--- config.mk ---
export PLATFORM = sky130hd
export DESIGN_NAME = spi_master
export DESIGN_NICKNAME = d
export VERILOG_FILES = /design/src/rtl/spi_pkg.sv /design/src/rtl/spi_sclk_gen.sv /design/src/rtl/spi_master.sv
export SDC_FILE = /design/constraint.sdc
export NUM_CORES = 1
export LEC_CHECK = 0
export CORE_AREA = 2 2 71 73
export DETAILED_ROUTE_END_ITERATION = 16
export DIE_AREA = 0 0 73 75
export PLACE_DENSITY = 0.69
export SETUP_SLACK_MARGIN = 0.4
export SLEW_MARGIN = 20
export SYNTH_ARGS = -nofsm -noshare
export SYNTH_HDL_FRONTEND = slang
export SYNTH_HIERARCHICAL = 1
export SYNTH_SLANG_ARGS = --single-unit
--- constraint.sdc ---
create_clock -name clk -period 2.4 [get_ports clk]
set_input_delay 0.24 -clock clk [delete_from_list [all_inputs] [get_ports clk]]
set_output_delay 0.24 -clock clk [all_outputs]
set_load 0.02 [all_outputs]
--- src/rtl/spi_pkg.sv ---
// Shared SPI link definitions: FSM encoding, frame width, idle levels and bit order.
// Used by spi_master, Slave and their benches.
package spi_pkg;

  localparam int unsigned SPI_DATA_WIDTH = 8;

  localparam logic SCLK_IDLE = 1'b0;
  localparam logic CS_IDLE   = 1'b1;
  localparam logic LSB_FIRST = 1'b1;

  localparam int unsigned STATE_W = 2;

  localparam logic [STATE_W-1:0] ST_IDLE  = 2'd0;
  localparam logic [STATE_W-1:0] ST_SETUP = 2'd1;
  localparam logic [STATE_W-1:0] ST_SHIFT = 2'd2;
  localparam logic [STATE_W-1:0] ST_HOLD  = 2'd3;

endpackage

--- src/rtl/spi_sclk_gen.sv ---
// Half-period counter producing the SCLK level and per-toggle strobes.
// tc_c marks the last cycle of each half-period; the strobes flag the toggle taken at the next edge.
module spi_sclk_gen
  import spi_pkg::*;
#(
  parameter int unsigned CLK_DIV = 2
) (
  input  logic clk,
  input  logic reset,
  input  logic en,
  input  logic toggle_en,
  output logic sclk,
  output logic tc_c,
  output logic rise_stb_c,
  output logic fall_stb_c
);

  localparam int unsigned CNT_W = 8;
  localparam logic [CNT_W-1:0] TERM = CNT_W'(CLK_DIV - 1);

  logic [CNT_W-1:0] cnt_q;

  assign tc_c       = en && (cnt_q == TERM);
  assign rise_stb_c = tc_c && toggle_en && (sclk == SCLK_IDLE);
  assign fall_stb_c = tc_c && toggle_en && (sclk != SCLK_IDLE);

  // Counter and SCLK fall back to idle whenever the link is not in a frame.
  always_ff @(posedge clk) begin
    if (reset || !en) begin
      cnt_q <= '0;
      sclk  <= SCLK_IDLE;
    end else begin
      cnt_q <= tc_c ? '0 : cnt_q + CNT_W'(1);
      if (tc_c && toggle_en) begin
        sclk <= ~sclk;
      end
    end
  end

endmodule

--- src/rtl/spi_master.sv ---
// SPI initiator: SCLK idles low, SDO launched on SCLK rise, SDI captured on SCLK fall.
// One frame per accepted start; CS brackets SETUP, SHIFT and HOLD.
module spi_master
  import spi_pkg::*;
#(
  parameter int unsigned CLK_DIV    = 2,
  parameter int unsigned DATA_WIDTH = SPI_DATA_WIDTH
) (
  input  logic                  clk,
  input  logic                  reset,
  input  logic                  start,
  input  logic [DATA_WIDTH-1:0] tx_data,
  output logic [DATA_WIDTH-1:0] rx_data,
  output logic                  busy,
  output logic                  done,
  output logic                  SCLK,
  output logic                  CS,
  output logic                  SDO,
  input  logic                  SDI
);

  localparam int unsigned BIT_CNT_W = $clog2(DATA_WIDTH + 1);
  localparam logic [BIT_CNT_W-1:0] LAST_BIT = BIT_CNT_W'(DATA_WIDTH);

  logic [STATE_W-1:0]    state_q, state_d;
  logic [DATA_WIDTH-1:0] tx_sr_q, tx_sr_d;
  logic [DATA_WIDTH-1:0] rx_sr_q, rx_sr_d;
  logic [DATA_WIDTH-1:0] rx_data_q, rx_data_d;
  logic [BIT_CNT_W-1:0]  bit_cnt_q, bit_cnt_d;
  logic                  cs_q, cs_d;
  logic                  busy_q, busy_d;
  logic                  done_q, done_d;
  logic                  sdo_q, sdo_d;

  logic gen_en;
  logic gen_toggle_en;
  logic tc_c;
  logic rise_stb_c;
  logic fall_stb_c;
  logic sclk;

  // SETUP's terminal count is the first SCLK rise; toggling stops once all bits are in.
  assign gen_en        = (state_q != ST_IDLE);
  assign gen_toggle_en = (state_q == ST_SETUP) ||
                         ((state_q == ST_SHIFT) && (bit_cnt_q != LAST_BIT));

  spi_sclk_gen #(
    .CLK_DIV(CLK_DIV)
  ) u_sclk_gen (
    .clk        (clk),
    .reset      (reset),
    .en         (gen_en),
    .toggle_en  (gen_toggle_en),
    .sclk       (sclk),
    .tc_c       (tc_c),
    .rise_stb_c (rise_stb_c),
    .fall_stb_c (fall_stb_c)
  );

  always_ff @(posedge clk) begin
    if (reset) begin
      state_q   <= ST_IDLE;
      tx_sr_q   <= '0;
      rx_sr_q   <= '0;
      rx_data_q <= '0;
      bit_cnt_q <= '0;
      cs_q      <= CS_IDLE;
      busy_q    <= 1'b0;
      done_q    <= 1'b0;
      sdo_q     <= 1'b0;
    end else begin
      state_q   <= state_d;
      tx_sr_q   <= tx_sr_d;
      rx_sr_q   <= rx_sr_d;
      rx_data_q <= rx_data_d;
      bit_cnt_q <= bit_cnt_d;
      cs_q      <= cs_d;
      busy_q    <= busy_d;
      done_q    <= done_d;
      sdo_q     <= sdo_d;
    end
  end

  always_comb begin
    state_d   = state_q;
    tx_sr_d   = tx_sr_q;
    rx_sr_d   = rx_sr_q;
    rx_data_d = rx_data_q;
    bit_cnt_d = bit_cnt_q;
    cs_d      = cs_q;
    busy_d    = busy_q;
    done_d    = 1'b0;
    sdo_d     = sdo_q;

    if (rise_stb_c) begin
      if (LSB_FIRST) begin
        sdo_d   = tx_sr_q[0];
        tx_sr_d = tx_sr_q >> 1;
      end else begin
        sdo_d   = tx_sr_q[DATA_WIDTH-1];
        tx_sr_d = tx_sr_q << 1;
      end
    end

    if (fall_stb_c) begin
      if (LSB_FIRST) begin
        rx_sr_d = {SDI, rx_sr_q[DATA_WIDTH-1:1]};
      end else begin
        rx_sr_d = {rx_sr_q[DATA_WIDTH-2:0], SDI};
      end
      bit_cnt_d = bit_cnt_q + BIT_CNT_W'(1);
    end

    case (state_q)
      ST_IDLE: begin
        if (start) begin
          state_d   = ST_SETUP;
          tx_sr_d   = tx_data;
          rx_sr_d   = '0;
          bit_cnt_d = '0;
          cs_d      = ~CS_IDLE;
          busy_d    = 1'b1;
        end
      end
      ST_SETUP: begin
        if (tc_c) begin
          state_d = ST_SHIFT;
        end
      end
      ST_SHIFT: begin
        // Last fall is followed by one more low half-period before HOLD.
        if (tc_c && (bit_cnt_q == LAST_BIT)) begin
          state_d = ST_HOLD;
        end
      end
      ST_HOLD: begin
        if (tc_c) begin
          state_d   = ST_IDLE;
          cs_d      = CS_IDLE;
          busy_d    = 1'b0;
          done_d    = 1'b1;
          rx_data_d = rx_sr_q;
        end
      end
      default: begin
        state_d = ST_IDLE;
      end
    endcase
  end

  assign rx_data = rx_data_q;
  assign busy    = busy_q;
  assign done    = done_q;
  assign SCLK    = sclk;
  assign CS      = cs_q;
  assign SDO     = sdo_q;

endmodule

# Yosys cells after proc, flatten, opt, wreduce, memory -nomap -nowiden
# Index checks and enable logic that the tools add are counted.
# op_classes
n_addsub,2
eq_ne,10
muxes,21
bitwise,2
reduce_logical,17
# ops
cell,count
8-bit 2-to-1 mux,6
4-bit 2-to-1 mux,3
"8-bit by 1-bit adder with 8-bit output, second input constant",1
"8-bit by 1-bit equality test with 1-bit output, second input constant",1
2-bit 2-to-1 mux,4
2-bit one-hot mux with 4 select lines,1
1-bit logical AND,6
"2-bit inequality test, second input constant",3
1-bit 2-to-1 mux,5
"4-bit by 1-bit adder with 4-bit output, second input constant",1
"2-bit equality test, second input constant",2
"4-bit equality test, second input constant",1
"4-bit inequality test, second input constant",1
1-bit one-hot mux with 2 select lines,2
4-bit AND reduction,1
2-bit nonzero test,2
2-bit OR reduction,2
3-bit AND reduction,1
"2-bit by 1-bit equality test with 1-bit output, second input constant",1
2-bit zero test,1
1-bit logical OR,2
"2-bit by 1-bit inequality test with 1-bit output, second input constant",1
1-bit inverter,2
2-bit AND reduction,1
1-bit zero test,1
# word_totals
register_bits,43
output_inout_bits,13
word_cells,63

# Longest topological paths before layout
# Gate-level depths: netlist of the first run.
# depth
depth_word,8
ltp_mapped,9
depth_no_buf,9

# By module
# The synthesis of the first run kept the hierarchy.
# modules_own_cells
mod,n_inst,cells_each,area_each_um2,seq_area_each_um2
spi_master,1,145,1406.3,680.7
spi_sclk_gen,1,45,416.6,180.2

# Least setup slack after synthesis of the first run
# No wires, ideal clock.
# synth_timing
path_type,register -> register
start,register state_q[0]
end,register tx_sr_q[0]
setup_time_ps,125
arrival_time_ps,1875
path_slack_ps,400
stages_incl_launch_ff,9
path_buffers,1
synth_period_minus_slack_ps,2000
cell_sequence,dfxtp_1 inv_1 ha_1 inv_1 nand4bb_1 nor4_2 clkbuf_1 mux2i_1 o2bb2ai_1
# synth_between
elab_cells_between_ends,12
# synth_lines
item,line,rtl
"start, declared",spi_master.sv:25,"logic [STATE_W-1:0] state_q, state_d;"
"start signal, assigned",spi_master.sv:72,state_q <= state_d;
2-bit nonzero test (*),spi_master.sv:43,assign gen_en = (state_q != ST_IDLE);
via gen_en,spi_master.sv:35,logic gen_en;
1-bit logical AND (*),spi_sclk_gen.sv:23,assign tc_c = en && (cnt_q == TERM);
1-bit logical AND (*) (2 in a row),spi_sclk_gen.sv:24,assign rise_stb_c = tc_c && toggle_en && (sclk == SCLK_IDLE);
via rise_stb_c,spi_master.sv:38,logic rise_stb_c;
8-bit 2-to-1 mux (*),spi_master.sv:95,if (rise_stb_c) begin
8-bit 2-to-1 mux,spi_master.sv:116,if (start) begin
8-bit 2-to-1 mux (*),spi_master.sv:114,case (state_q)
"end signal, assigned",spi_master.sv:73,tx_sr_q <= tx_sr_d;
"end, declared",spi_master.sv:26,"logic [DATA_WIDTH-1:0] tx_sr_q, tx_sr_d;"
# Mark *: on every way through the listed nets, which the timed path passes. The rest lies on a longest branch.
# A chain may end at the register's enable or synchronous reset.

# Worst setup path in the final report of the first run
# layout_timing
start,register state_q[0]
end,register state_q[0]
# layout_between
elab_chain_cells,5
elab_cells_between_ends,13
# layout_rtl
item,line,rtl
2-bit nonzero test (*),spi_master.sv:43,
via gen_en,spi_master.sv:35,
1-bit logical AND (*),spi_sclk_gen.sv:23,
via tc_c,spi_master.sv:37,logic tc_c;
1-bit logical AND,spi_master.sv:132,if (tc_c && (bit_cnt_q == LAST_BIT)) begin
2-bit by 1-bit inequality test with 1-bit output (no line),--,
4-bit AND reduction (no line) (*),--,
# Marks and branches as above.

==> metrics.md, run 1 <==
| Metric | Value |
|---|---|
| DRC Markers | 0 |
| Reg power frac | 45.6% |
| Reg2reg start | state_q[0] |
| Peak supply drop | 345 uV |
| Mapped Avg Cell Area | 9.59 um^2 |
| Max-cap viol count | 0 |
| Count of final max-slew check failures | 0 |
| Die Footprint | 5480 um^2 |
| Setup TNS | 0 ps |
| Most frequent cells after synthesis | dfxtp_1, nor2_1, mux2i_1, a21oi_1, nand2_1 |
| Pwr Total | 1780 uW |
| # diodes | 0 |
| Normalized max-slew margin | 61.4% |
| CTS Hold Bufs | 0 |
| Fin crit share | 76.7% |
| Hold Path Stages | 2 |
| Vias in the first global route | 1,284 |
| CTS root buf | clkbuf_8 |
| Htree depth | 2 |
| Global-route wire length before repair | 5730 um |
| Clock buffer count from CTS | 5 |
| Mapped cell area | 1820 um^2 |
| Sw Ratio | 28.5% |
| Post-Route WL | 3440 um |
| Post-synth top area share | 47.2% |
| Fillcell total | 443 |
| HP Class | flop to flop |
| DR iter-0 viols | 51 |
| CP Launch Type | flop |
| Run status | finished clean |
| WL/cell | 12.6 um |
| Placed Cells | 266 |
| CTS tree | yes |
| Num ports | 25 |
| Worst-path clk slew | 80 ps |
| Seq. cell area | 862 um^2 |
| Avg Vias per Cell | 5.01 |
| Hold path start | rx_data[5] |
| Placed inst area | 2140 um^2 |
| R2R Setup Slk | 560 ps |
| Drt pass-1 iters | 2 |
| Pin count of the biggest net entering global routing | 21 |
| Worst Hold Path EP | rx_data[5] |
| Yosys Warn Count | 6 |
| Worst Setup End Kind | flop |
| Starting Density | 39.1% |
| RSZ-0062 raised after global routing | yes |
| Number of synthesized flops with an enable pin | 0 |
| R2r endpoint | state_q[0] |
| Multi-input logic area | 928 um^2 |
| Sw Pwr | 507 uW |
| Port bufs | 24 |
| GRT Total Usage | 13.6% |
| Sequential share of the synthesized area | 47.2% |
| Total grt overflow | 0 |
| Minimum clock period | 1840 ps |
| Distinct cell type count of the synthesized netlist | 34 |
| Dominant synthesized flop cell | dfxtp_1 |
| Final setup vio count | 0 |
| Clock latency on the worst-skew pair | 290 ps |
| Die X | 73 um |
| Worst reg2reg path depth | 8 |
| Area Growth Syn to Fin | 25.7% |
| Deepest clock path buffer count | 2 |
| FP Rows | 25 |
| Int Pwr | 1270 uW |
| Sink Count | 43 |
| WS Path Type | flop to flop |
| Tightest Pin Transition | 577 ps |
| Area contributors post-synth | dfxtp_1, mux2i_1, ha_1 |
| Most frequent cell after synthesis | dfxtp_1 |
| Die height | 75 um |
| ANT nets after route | 0 |
| Skew final | 2.85 ps |
| Critical Path AT | 2050 ps |
| Pwr dens | 775 nW/um^2 |
| CP max FO | 4 |
| Yosys top cell by area | dfxtp_1 |
| Required time of the critical path | 2600 ps |
| Seq cells post-synth | 43 |
| Async set-reset flop share out of synthesis | 0% |
| Design Area, Final | 2290 um^2 |
| Initial antenna violation count | 0 |
| Leak | 0.000797 uW |
| DR vias | 1,373 |
| Combinational Power Share | 24.3% |
| Synth Net Count | 211 |
| Layout cells sized above 1 | 10.5% |
| NumNets Final | 241 |
| Final hold vios | 0 |
| Max Fclk | 0.543 GHz |
| Clock share of power | 30.1% |
| Synth Instances | 190 |
| Finished Layout Cells | 274 |
| HPWL Detailed | 2410 um |
| Core Area | 4660 um^2 |
| Final RePlAce weighted congestion | 0.724 |
==> power groups by stage <==
stage	logic (uW)	registers (uW)	clock network, uW
floorplan	282	828	0
global placement	394	824	0
detailed placement	397	825	0
CTS	419	810	553
global route	484	818	579
finish	431	809	535
==> cell type report <==
type / count / share of cell area (%)
Clock buffer: 6 / 3.17
Clock inverter: 1 / 1.31
Inverter: 9 / 1.47
Multi-Input combinational cell: 130 / 40.5
Sequential cell: 43 / 37.6
Tap cell: 54 / 2.95
Timing Repair Buffer: 31 / 12.9
==> cells in the final DEF (no fill, tap or decap), drive strengths merged, types with 6 or more instances in the layout <==
cell | synthesis | final
dfxtp | 43 | 43
clkdlybuf4s50 | 0 | 24
nor2 | 21 | 21
mux2i | 18 | 18
a21oi | 14 | 14
nand2 | 12 | 12
nand3 | 11 | 11
ha | 9 | 9
inv | 8 | 9
o2bb2ai | 8 | 8
buf | 2 | 7
clkbuf | 6 | 6
==> how the worst max path moves through the flow <==
stage | start | endpoint | slack (ps) | cells past startpoint
CTS | state_q[0] | state_q[0] | 420 | 8
detailed placement | state_q[1] | state_q[0] | 320 | 8
global placement | state_q[0] | state_q[0] | 390 | 8
finish | state_q[0] | state_q[0] | 560 | 8
floorplan | state_q[0] | state_q[0] | 410 | 9
global route | bit_cnt_q[0] | tx_sr_q[2] | 390 | 9
==> critical path, cell delays in order (launching register included) <==
cell and delay (ps):
dfxtp_1 360, inv_1 100, ha_2 220, inv_2 90, nand4bb_4 170, nor2_4 160
inv_2 60, a221o_1 350, a211oi_1 240
==> cells by family after synthesis <==
family | count (synthesis) | share of synthesized area (%)
simple gates | 62 | 17.0
flops | 43 | 47.2
compound gates | 35 | 13.2
mux | 18 | 9.88
buf+inv | 17 | 3.64
fa+ha+maj | 9 | 6.18
xor+xnor | 6 | 2.88
==> state kept, by name, indices dropped and copies added, names as in the netlist <==
| signal | count |
|---|---|
| CS | 1 |
| SDO | 1 |
| bit_cnt_q | 4 |
| busy | 1 |
| done | 1 |
| rx_data | 8 |
| rx_sr_q | 8 |
| state_q | 2 |
| tx_sr_q | 8 |
| u_sclk_gen/cnt_q | 8 |
| u_sclk_gen/sclk | 1 |
==> per-layer routing <==
metal | part of all wire, % | GRT usage (%)
met1 | 48 | 16.3
met2 | 48 | 22.7
met3 | 3.2 | 4.15
met4 | 1.2 | 5.56
met5 | 0 | 0
==> repair_timing <==
| action | in CTS | in global routing |
|---|---|---|
| setup endpoints to repair | 13 | 13 |
| cloned | 0 | 1 |
| resized for setup | 4 | 8 |
| setup buffers | 0 | 0 |
==> metrics by stage <==
stage          worst slack (ps)  hold slack (ps)  utilization [%]
3_3_place_gp                391              449             46.0
2_1_floorplan               409              357                -
4_1_cts                     423              468             48.6
5_1_grt                     388              478             49.2
3_5_place_dp                316              456             46.0
6_report                    558              460             49.2
Power figures use the tool's default switching activity.
==> inputs of run 2 (changes only) <==
==> constraint.sdc (replaced) <==
create_clock -name clk -period 1.85 [get_ports clk]
set_input_delay 0.185 -clock clk [delete_from_list [all_inputs] [get_ports clk]]
set_output_delay 0.185 -clock clk [all_outputs]
set_load 0.02 [all_outputs]
==> metrics.md, run 2 (synthesis results as in run 1) <==
| Metric | Value |
|---|---|
| Run status | finished with violations |
| Failing checks | setup timing |
| Count of final max-slew check failures | 0 |
| Htree depth | 2 |
| RSZ-0062 raised after global routing | yes |
| Vias in the first global route | 1,445 |
| ANT nets after route | 0 |
| Core Area | 4660 um^2 |
| FP Rows | 25 |
| Total grt overflow | 0 |
| Max-cap viol count | 0 |
| Final RePlAce weighted congestion | 0.816 |
| Post-Route WL | 4180 um |
| Finished Layout Cells | 297 |
| Setup TNS | -12.5 ps |
| Deepest clock path buffer count | 2 |
| Pin count of the biggest net entering global routing | 17 |
| WS Path Type | flop to flop |
| M2 GR Usage | 27.8% |
| Worst Setup End Kind | flop |
| Tightest Pin Transition | 538 ps |
| Peak supply drop | 461 uV |
| Num ports | 25 |
| Starting Density | 39.1% |
| Clock latency on the worst-skew pair | 300 ps |
| DR vias | 1,501 |
| Drt pass-1 iters | 4 |
| Layout cells sized above 1 | 35.0% |
| NumNets Final | 263 |
| Initial antenna violation count | 0 |
| Normalized max-slew margin | 64.0% |
| Port bufs | 24 |
| Final hold vios | 0 |
| CP max FO | 3 |
| Min Hold Slack | 446 ps |
| Critical Path AT | 2070 ps |
| Clock buffer count from CTS | 5 |
| GRT Total Usage | 16.0% |
| Fin crit share | 101% |
| Final Util | 59.7% |
| # diodes | 0 |
| M1 GR Usage | 19.1% |
| DRC Markers | 0 |
| Most Used Layer, Global Route | met2 |
| Placed Cells | 270 |
| Commonest cells after routing, fill and taps aside | dfxtp_1, nor2_1, mux2i_1, buf_4, clkdlybuf4s50_1 |
| Die height | 75 um |
| Final worst setup slack | -12.5 ps |
| Max Fclk | 0.537 GHz |
| CP Launch Type | flop |
| M3 GR Usage | 3.88% |
| Area Growth Syn to Fin | 52.6% |
| Commonest non-fill, non-tap cell in the layout | dfxtp_1 |
| Pwr dens | 1020 nW/um^2 |
| Final setup vio count | 1 |
| WL/cell | 14.1 um |
| Required time of the critical path | 2060 ps |
| Global-route wire length before repair | 6710 um |
| Avg Vias per Cell | 5.05 |
| HP Class | input pin to flop |
| Pwr Total | 2850 uW |
| Sink Count | 43 |
| Die Footprint | 5480 um^2 |
| DR iter-0 viols | 66 |
| Skew final | 12.6 ps |
| Die X | 73 um |
| HPWL Detailed | 2370 um |
| CTS root buf | clkbuf_8 |
| Leak | 0.00113 uW |
| CTS tree | yes |
| Worst-path clk slew | 80 ps |
| Minimum clock period | 1860 ps |
run 2: cell count changes in the layout (fill, tap and decap cells not counted), sizes merged:
cell / before / now
dlymetal6s2s: 0 / 9
buf: 7 / 28
nand2: 12 / 13
clkdlybuf4s50: 24 / 12
bufinv: 1 / 2
dlygate4sd2: 0 / 3
run 2: critical path, cell delays in order (launching register included):
cell and delay [ps]:
dfxtp_2 350, buf_4 130, buf_4 120, ha_1 220, or3_4 340, a221o_1 350
a211oi_2 260
run 2: what timing repair did:
action                     CTS  global route
hold buffers                 0             0
resized for setup           36            40
buffers inserted            12             5
gates cloned                 2             0
setup endpoints to repair   43            47
pin swaps                    7            19
run 2: layout make-up:
cell class	instances	area (um^2)
Fill cell	386	1880
Multi-Input combinational cell	131	1120
Sequential cell	43	871
Timing Repair Buffer	52	541
Clock buffer	6	72.6
Tap cell	54	67.6
Clock inverter	2	60.1
Inverter	9	46.3
run 2: path summary, 6_finish.rpt:
kind         startpoint          to  slack [ps]  cells past startpoint
min          tx_data[5]  tx_sr_q[5]         450                      2
max reg2reg  state_q[0]  state_q[0]         -10                      6
max          state_q[0]  state_q[0]         -10                      6
min reg2reg  rx_data[4]  rx_data[4]         450                      2
run 2: layer usage:
| metal | up-vias | share of wire, % |
|---|---|---|
| li1 | 759 | - |
| met3 | 12 | 3.9 |
| met5 | - | 0 |
| met1 | 701 | 45 |
| met2 | 29 | 49 |
| met4 | 0 | 2.3 |
run 2: stage by stage:
step	setup WS, ps	area [um^2]
final	-12.5	2780
after global routing	-97.3	2780
after floorplan	89.2	1870
after global placement	63.2	2230
after detailed placement	17.3	2230
after CTS	66.2	2600
run 2: power breakdown:
group          switching [uW]  internal (uW)
Clock                     324            540
Sequential               54.8           1010
Combinational             466            457
==> inputs of run 3 (changes only) <==
--- a/config.mk
+++ b/config.mk
@@ -5,9 +5,10 @@
 export SDC_FILE = /design/constraint.sdc
 export NUM_CORES = 1
 export LEC_CHECK = 0
-export CORE_AREA = 2 2 71 73
+export ABC_AREA = 1
+export CORE_AREA = 2 2 72 74
 export DETAILED_ROUTE_END_ITERATION = 16
-export DIE_AREA = 0 0 73 75
+export DIE_AREA = 0 0 74 76
 export PLACE_DENSITY = 0.69
 export SETUP_SLACK_MARGIN = 0.4
 export SLEW_MARGIN = 20
==> metrics.md, run 3 <==
| Metric | Value |
|---|---|
| Normalized max-slew margin | 72.8% |
| Peak supply drop | 484 uV |
| Yosys top cell by area | dfxtp_1 |
| Final hold vios | 0 |
| Pwr dens | 991 nW/um^2 |
| Clock share of power | 22.6% |
| Dominant synthesized flop cell | dfxtp_1 |
| Pre-CTS setup slack | 47.4 ps |
| Sw Pwr | 943 uW |
| Setup TNS | 0 ps |
| Num ports | 25 |
| Required time of the critical path | 2030 ps |
| DR iter-0 viols | 77 |
| NumNets Final | 326 |
| Sw Ratio | 35.0% |
| Layout cells sized above 1 | 29.4% |
| Area contributors post-synth | dfxtp_1, nand2_1, nor2_1 |
| Clock latency on the worst-skew pair | 300 ps |
| Pin count of the biggest net entering global routing | 21 |
| Htree depth | 2 |
| Count of final max-slew check failures | 0 |
| Mapped cell area | 1890 um^2 |
| Global-route wire length before repair | 6380 um |
| Seq cells post-synth | 43 |
| Placed inst area | 2250 um^2 |
| Yosys Warn Count | 6 |
| CP max FO | 9 |
| Distinct cell type count of the synthesized netlist | 28 |
| Skew final | 6.32 ps |
| Design Area, Final | 2720 um^2 |
| Die X | 74 um |
| Worst-path clk slew | 80 ps |
| Drt pass-1 iters | 4 |
| HP Class | flop to flop |
| Leak | 0.00127 uW |
| Reg power frac | 41.3% |
| Worst Setup End Kind | flop |
| Mapped Avg Cell Area | 7.47 um^2 |
| Final setup vio count | 0 |
| Clock buffer count from CTS | 5 |
| CTS root buf | clkbuf_8 |
| Die Footprint | 5620 um^2 |
| Synth Net Count | 274 |
| Tightest Pin Transition | 407 ps |
| Commonest cells after routing, fill and taps aside | nand2_1, nor2_1, dfxtp_1 |
| GRT Total Usage | 14.5% |
| ANT nets after route | 0 |
| Total grt overflow | 0 |
| Critical Path AT | 1860 ps |
| HPWL Detailed | 2610 um |
| Commonest non-fill, non-tap cell in the layout | nand2_1 |
| Deepest clock path buffer count | 2 |
| Combinational Power Share | 36.1% |
| Post-synth top area share | 45.5% |
| Minimum clock period | 1680 ps |
| Vias in the first global route | 1,553 |
| Final worst setup slack | 169 ps |
| Fin crit share | 90.8% |
| Post-Route WL | 4330 um |
| Port bufs | 24 |
| Most frequent cell after synthesis | nand2_1 |
| Sink Count | 43 |
| DR vias | 1,729 |
| Max-cap viol count | 0 |
| Avg Vias per Cell | 4.60 |
| CTS Hold Bufs | 0 |
| Core Area | 4910 um^2 |
| CTS tree | yes |
| Most frequent cells after synthesis | nand2_1, dfxtp_1, nor2_1, inv_1, a21oi_1 |
| CP Launch Type | flop |
| Max Fclk | 0.595 GHz |
| Initial antenna violation count | 0 |
| Number of synthesized flops with an enable pin | 0 |
| Async set-reset flop share out of synthesis | 0% |
| DRC Markers | 0 |
| FP Rows | 26 |
| RSZ-0062 raised after global routing | yes |
| WL/cell | 11.5 um |
| Int Pwr | 1750 uW |
| Sequential share of the synthesized area | 45.5% |
| Die height | 76 um |
| Final RePlAce weighted congestion | 0.817 |
| Synth Instances | 253 |
| # diodes | 0 |
| Starting Density | 38.5% |
| Area Growth Syn to Fin | 43.9% |
| WS Path Type | flop to flop |
| Run status | finished clean |
-- run 3: changes by cell type after synthesis, moves of 4 or more --
cell       delta
o21ai_1       +4
nand2b_1      -5
o21ai_0       +8
inv_1        +13
mux2i_1      -18
clkbuf_1      -5
nor2_1       +22
o2bb2ai_1     -8
or3_1         -4
nand2_2       +5
nand2_1      +47
a31oi_1       +5
-- run 3: cells by family after synthesis --
| kind of cell | count (synthesis) | share of synthesized area, % |
|---|---|---|
| and+or+nand+nor | 126 | 28.7 |
| adders and majority gates | 9 | 5.96 |
| buffers and inverters | 32 | 6.82 |
| AOI/OAI and AO/OA | 41 | 12.1 |
| xor gates and xnor gates | 2 | 0.927 |
| DFF | 43 | 45.5 |
-- run 3: routing by layer --
| layer | vias to the layer above | global-route usage [%] | wire length (um) |
|---|---|---|---|
| met5 | - | 0 | 0 |
| li1 | 903 | - | - |
| met2 | 30 | 23.9 | 2240 |
| met1 | 789 | 17.1 | 1920 |
| met4 | 0 | 7.45 | 38 |
| met3 | 7 | 3.57 | 135 |
-- run 3: critical path: stages, from the launching register on --
cell and delay, ps:
dfxtp_2 360, inv_4 50, ha_4 160, inv_4 50
nand2_2 40, inv_2 60, nand2_4 70, nor2_8 160
nand2_2 80, nor2_4 120, buf_6 150, inv_8 50
nor2_1 110, o31ai_1 90
-- run 3: cell type report --
class,count,area (um^2)
Fill cell,417,2190
Sequential cell,43,867
Clock inverter,3,23.8
Timing Repair Buffer,51,504
Multi-Input combinational cell,178,1040
Clock buffer,5,68.8
Tap cell,70,87.6
Inverter,26,125
-- run 3: worst paths after layout --
kind,start,end,slack (ps),depth (start not counted)
max reg2reg,state_q[0],tx_sr_q[0],170,13
min reg2reg,tx_sr_q[7],tx_sr_q[7],460,2
max,state_q[0],tx_sr_q[0],170,13
min,tx_sr_q[7],tx_sr_q[7],460,2
-- run 3: repair_timing --
action / in CTS / in global routing
gates resized for setup: 16 / 55
gates cloned: 0 / 1
setup endpoints to repair: 37 / 43
setup buffers: 16 / 5
pin swaps: 10 / 17
-- run 3: power groups by stage --
stage / combinational, uW / sequential, uW / clock [uW]
final: 974 / 1110 / 610
after global routing: 1060 / 1120 / 669
after CTS: 805 / 1100 / 633
after detailed placement: 685 / 1130 / 0
after global placement: 679 / 1130 / 0
after floorplan: 474 / 1150 / 0
-- run 3: stage by stage --
stage / hold slack (ps) / power, uW / utilization [%] / std cells
after global routing: 475 / 2860 / 55.4 / 376
after floorplan: 254 / 1620 / - / 253
after detailed placement: 455 / 1810 / 45.8 / 346
final: 463 / 2700 / 55.4 / 376
after CTS: 465 / 2540 / 50.9 / 370
after global placement: 448 / 1810 / 45.8 / 346
